[config.mk]
export PLATFORM = sky130hd
export DESIGN_NAME = pir_cond
export DESIGN_NICKNAME = d
export VERILOG_FILES = /design/src/rtl/pir_cond.sv
export SDC_FILE = /design/constraint.sdc
export NUM_CORES = 1
export LEC_CHECK = 0
export BUFFER_PORTS_ARGS = -buffer_cell sky130_fd_sc_hd__buf_2
export CAP_MARGIN = 10
export CORE_ASPECT_RATIO = 0.75
export CORE_MARGIN = 2
export CORE_UTILIZATION = 64
export DETAILED_ROUTE_END_ITERATION = 6
export PLACE_DENSITY = 0.85
export SYNTH_ARGS = -nofsm -noshare
export SYNTH_HDL_FRONTEND = slang
export SYNTH_SLANG_ARGS = --single-unit
[constraint.sdc]
create_clock -name clk -period 5.5 [get_ports clk]
set_input_delay 0.825 -clock clk [delete_from_list [all_inputs] [get_ports clk]]
set_output_delay 0.825 -clock clk [all_outputs]
set_load 0.02 [all_outputs]
[src/rtl/pir_cond.sv]
// pir_cond: HC-SR501 PIR input conditioner (sync, warm-up blanking, glitch filter, retriggerable hold).
// Define PIR_EVT_CNT_EN to build the saturating 16-bit qualified-detection counter on evt_cnt.
module pir_cond #(
    parameter int unsigned WARMUP_CYC = 1_500_000_000,
    parameter int unsigned FILT_CYC   = 50_000,
    parameter int unsigned HOLD_CYC   = 100_000_000
) (
    input  logic        clk,
    input  logic        rst_n,
    input  logic        pir_raw,
    output logic        hum_det,
    output logic        det_pulse,
    output logic        warm_done,
    output logic [15:0] evt_cnt
);
    localparam int unsigned MAX_WF = (WARMUP_CYC > FILT_CYC) ? WARMUP_CYC : FILT_CYC;
    localparam int unsigned MAX_C  = (MAX_WF > HOLD_CYC) ? MAX_WF : HOLD_CYC;
    localparam int CW = $clog2(MAX_C + 1);
    typedef enum logic [2:0] {WARMUP, IDLE, QUALIFY, ACTIVE, HOLD} state_t;
    state_t state, state_n;
    logic [CW-1:0] cnt, cnt_n;
    logic pir_m, pir_s;
    logic hum_n, pulse_n, warm_n;
    always_ff @(posedge clk or negedge rst_n) begin
        if (!rst_n) begin
            pir_m     <= 1'b0;
            pir_s     <= 1'b0;
            state     <= WARMUP;
            cnt       <= '0;
            hum_det   <= 1'b0;
            det_pulse <= 1'b0;
            warm_done <= 1'b0;
        end else begin
            pir_m     <= pir_raw;
            pir_s     <= pir_m;
            state     <= state_n;
            cnt       <= cnt_n;
            hum_det   <= hum_n;
            det_pulse <= pulse_n;
            warm_done <= warm_n;
        end
    end
    always_comb begin
        state_n = state;
        case (state)
            WARMUP:  state_n = (cnt == CW'(WARMUP_CYC - 1)) ? IDLE : WARMUP;
            IDLE:    state_n = pir_s ? QUALIFY : IDLE;
            QUALIFY: state_n = !pir_s ? IDLE : (cnt == CW'(FILT_CYC - 1)) ? ACTIVE : QUALIFY;
            ACTIVE:  state_n = pir_s ? ACTIVE : HOLD;
            HOLD:    state_n = pir_s ? ACTIVE : (cnt == CW'(HOLD_CYC - 1)) ? IDLE : HOLD;
            default: state_n = WARMUP;
        endcase
    end
    // IDLE and ACTIVE never consult the counter, so it is frozen there to avoid wrapping
    always_comb begin
        cnt_n   = (state_n != state) ? '0 : (state == IDLE || state == ACTIVE) ? cnt : cnt + 1'b1;
        hum_n   = (state_n == ACTIVE) || (state_n == HOLD);
        pulse_n = (state == QUALIFY) && (state_n == ACTIVE);
        warm_n  = state_n != WARMUP;
    end
`ifdef PIR_EVT_CNT_EN
    always_ff @(posedge clk or negedge rst_n) begin
        if (!rst_n)
            evt_cnt <= 16'd0;
        else if (pulse_n && evt_cnt != 16'hFFFF)
            evt_cnt <= evt_cnt + 16'd1;
    end
`else
    assign evt_cnt = 16'd0;
`endif
endmodule
* After elaboration in Yosys (flattened, before gate mapping)
Cells that the tools add are included.
** Operators by class
- Multiply operators :: 0
- Shifts and indexed selects :: 0
- $add $sub $neg :: 1
- $lt $le $gt $ge :: 0
- Reductions and logical operators :: 5
- Bitwise gates (word level) :: 0
- Multiplexer cells :: 10
- Div/mod/pow operators :: 0
- Eq/ne operators :: 11
** Operators with widths (count)
- 31-bit 2-to-1 mux :: 2
- 31-bit by 1-bit adder with 31-bit output, second input constant :: 1
- 31-bit by 16-bit equality test with 1-bit output, second input constant :: 1
- 31-bit by 27-bit equality test with 1-bit output, second input constant :: 1
- 31-bit equality test, second input constant :: 1
- 3-bit one-hot mux with 5 select lines :: 1
- 3-bit by 2-bit equality test with 1-bit output, second input constant :: 3
- 3-bit 2-to-1 mux :: 3
- 3-bit equality test, second input constant :: 2
- 2-bit 2-to-1 mux :: 2
- 3-bit by 1-bit equality test with 1-bit output, second input constant :: 1
- 3-bit logical NOT :: 1
- 3-bit != test :: 1
- 3-bit nonzero test :: 1
- 1-bit logical OR :: 2
- 1-bit 2-to-1 mux :: 2
- 2-bit != test, second input constant :: 1
- 1-bit logical AND :: 1
** Storage, ports and cells
- Memories :: 0
- Output and inout bits :: 19
- Bits in read-only memories :: 0
- Bits in latches :: 0
- Memory bits (writable) :: 0
- Input port bits :: 3
- Logic and storage cells :: 34
- Register bits :: 39

* Logic depth before layout (Yosys ltp)
- Depth after elaboration :: 6
- Depth in mapped cells :: 8
- Depth with buffers taken out :: 6

* Worst setup path after synthesis
OpenSTA, ideal clock, no wires.
- Path kind :: reg2reg
- Start :: register cnt[0]
- End :: register cnt[0]
- Cell stages (with the launch flop) :: 8
- Setup time :: 0.139 ns
- Path slack :: 3.592 ns
- Clock period less this slack :: 1.908 ns
- Arrival :: 1.769 ns
- Path buffers :: 1
- Data required time :: 5.361 ns
- Path through :: dfrtp_1 ha_1 nor3b_1 nand4_1 or3_1 a21oi_2 buf_2 nor3_1
** Between the ends
- Longest elaborated chain between the ends :: 6
- Elaborated cells on any way between the ends :: 14
- Classes of those cells :: add/sub: 1; eq/ne: 5; mux: 8
** RTL lines
- start: declaration :: RTL line 21 : logic [CW-1:0] cnt, cnt_n;
- start signal: assignment :: RTL line 37 : cnt <= cnt_n;
- 31-bit by 27-bit equality test with 1-bit output or 31-bit by 16-bit equality test with 1-bit output (tied branches) :: RTL line 50, 48
- 3-bit 2-to-1 mux or 1-bit 2-to-1 mux (tied branches) :: RTL line 50, 48
- 3-bit 2-to-1 mux or 2-bit 2-to-1 mux (tied branches) :: RTL line 50, 48
- 3-bit one-hot mux with 5 select lines :: RTL line 45 : case (state)
- 3-bit != test :: RTL line 56 : cnt_n = (state_n != state) ? '0 : (state == IDLE || state == ACTIVE) ? cnt : cnt + 1'b1;
- 2-bit != test (no line) or 31-bit 2-to-1 mux (tied branches)
Parallel ways exist; a longest one is shown, timed or not. The select of a mux whose other input is x is not followed.
A chain may end at the register's enable or synchronous reset.

* Worst setup path after layout
- Start :: register cnt[0]
- End :: register cnt[27]
Same word-level chain as after synthesis.

==> metrics <==
status=complete, no violations; share of cells above drive strength 1=9.80%; pwr dens=215 nW/um2; CP cell instances=ha_1 -> nor3b_1 -> nand4_1 -> or3_1 -> a21oi_2 -> buf_4 -> a211oi_1; chip height=56.6 um; Yosys Warn Count=0; Rel. slew slack=between 20% and 30%; Clock Latency Late Sink=0.30 ns; Final ANT Viol Nets=0; Die Width=74.2 um; CP Capture Type=register; Yosys top cell area share=41.3%; Post-CTS Setup Inserts=0; Post-synth top cells=dfrtp_1 (39), nor3_1 (31), xor2_1 (22), nand4_1 (19), buf_4 (18); CTS tree=done; # DRC=0; HP Class=reg2reg; # nets final=between 200 and 250; sequential area share after synthesis=roughly 41%; clock root buffer=clkbuf_8; startpoint types=register; DR WL/cell=16.0 um; CTS clock-pin slew for the worst setup and hold paths=about 0.08 ns; Initial Utilization=between 60% and 70%; WP data required=5.63 ns; measured slew at the worst slew-check pin=1.16 ns; Post-synth EDFFs=0; vias in the first global route=about 1600; grt peak-use layer=met1; Sw Ratio=a little under a quarter; DRT Pass-1 Iters=4; routing usage on met1=between 30% and 40%; final wirelength=4740 um; Mean Syn Cell Area=around 9.5 um2; largest net degree at the start of global routing=40; Slowest cell on crit path=a21oi_2; Final TNS setup=0 ns; RSZ-0062 raised after global routing=false; sequential share of power=55.4%; cell-internal power=0.402 mW; Antenna diodes=0; Post-synth ARST share=100%; gr usage total=~26%; Post-Syn Area=2360 um2; Post-DP Area=2310 um2; Synth Instances=250; Max Freq=roughly 370 MHz; VDD IR max=0.157 mV; CP Data Arrival Time=roughly 2.9 ns; power share of the combinational group=3.1%; routed via count=1816; Max Cap Violations=0; vias per cell=6.11; Netlist cell types=44; Setup Crit Path Kind=reg2reg; Die Area=4200 um2; I/O pins=22; PostCTS Resize Cnt=0; Worst Clk Skew=0.0119 ns; total core area=3590 um2; initial DRC count=186; Max Buffers Root-to-Sink=2; Slew Viols, Final=0; worst-path fanout max=17; count leader, synth=dfrtp_1; TritonCTS Buffers=5; first-pass GRT wire length=8100 um; initial antenna violation count=0; Setup Viol. Count Final=0; Psw=roughly 0.12 mW; HPWL Detailed=3120 um; CTS hold repair buffers=0; Final Wtd Congestion=0.857; fin area=2420 um2; Crit path largest cell delay=about 0.6 ns; Static Leak=~1.1 nW; Yosys reg bits=39; largest area contributor in the netlist=dfrtp_1; met2 Use GR=about 34%; PortBufs=5; fin crit period=2.74 ns; met3 global-route usage=about 6.1%; Clock Sinks=39; # rows=19; top cells by area, synth=dfrtp_1 (41%), xor2_1 (8.1%), nor3_1 (6.6%); final hold vios=0; GR Overflow Total=0; clock network power share=approximately two fifths; crit share post-route=49.8%; Synth-to-Final Area Change=2.17%; ys flop type=dfrtp_1; CTS HTree Levels=2
## registers in the layout, indices dropped and copies added, names as in the netlist
signal and flops:
warm_done 1, cnt 31, det_pulse 1, pir_m 1
pir_s 1, state 3, hum_det 1
## area by class of cell
type / instances / area (um2)
clock buffers: 7 / 96.3
clock inverters: 1 / 7.51
fillers: 297 / 1170
inverters: 1 / 3.75
multi-input cells: 191 / 1230
flip-flops and latches: 39 / 976
well taps: 52 / 65.1
repair buffers: 6 / 32.5
## per-stage QoR
stage	instances	util, %	hold slack [ns]	power [mW]	worst slack [ns]
2_1_floorplan	265	-	0.331	0.313	3.59
3_3_place_gp	289	64.4	0.340	0.311	2.88
3_5_place_dp	289	64.4	0.345	0.311	2.82
4_1_cts	297	67.3	0.366	0.524	2.82
5_1_grt	297	67.3	0.371	0.539	2.54
6_report	297	67.3	0.362	0.520	2.76
## kinds of logic after synthesis
group | count (synthesis) | synth area share (%)
and+or+nand+nor | 126 | 32.5
DFF | 39 | 41.3
buffers and inverters | 35 | 8.89
xor gates and xnor gates | 26 | 9.63
AOI/OAI and AO/OA | 20 | 6.14
muxes | 2 | 0.847
adders and majority gates | 1 | 0.529
other | 1 | 0.159
## placed cells by master, fill, tap and decap left out, types with 4 or more instances in the layout
cell,n
dfrtp_1,39
nor3_1,31
xor2_1,22
nand4_1,19
conb_1,16
nand2_1,12
nand3_1,9
nor2_1,7
clkbuf_8,7
and2_1,6
and4_1,6
or3_1,6
o21ai_0,5
buf_2,5
nor3b_1,4
nor2b_1,4
xnor2_1,4
and3_1,4
## power by group through the flow
| stage | Combinational [mW] | Sequential, mW | Clock, mW |
|---|---|---|---|
| after floorplan | 0.0198 | 0.293 | 0 |
| after global placement | 0.0165 | 0.294 | 0 |
| after detailed placement | 0.0166 | 0.294 | 0 |
| after CTS | 0.0166 | 0.288 | 0.219 |
| after global routing | 0.0182 | 0.288 | 0.232 |
| final | 0.0163 | 0.288 | 0.215 |
## final timing paths
path / slack, ns / cells past startpoint / from / end
worst max-delay path: 2.76 / 7 / cnt[0] / cnt[27]
worst min-delay path: 0.36 / 0 / pir_m / pir_s
worst max register to register: 2.76 / 7 / cnt[0] / cnt[27]
worst min register to register: 0.36 / 0 / pir_m / pir_s
max in group asynchronous: 4.33 / 1 / rst_n / cnt[0]
min in group asynchronous: 0.63 / 1 / rst_n / cnt[12]
## critical path, delay by kind of cell (launching register included)
family	cells	cell delay, ns
fa+ha+maj	1	0.20
flops	1	0.41
simple gates	3	0.93
buf+inv	1	0.36
compound gates	2	0.67
## metal layers
metal	vias to the layer above	wire length (um)	part of all wire (%)
li1	866	-	-
met1	879	2340	49
met2	61	2030	43
met3	10	299	6.3
met4	0	72	1.5
met5	-	0	0
Note: power is estimated with default switching activity, not from simulation.
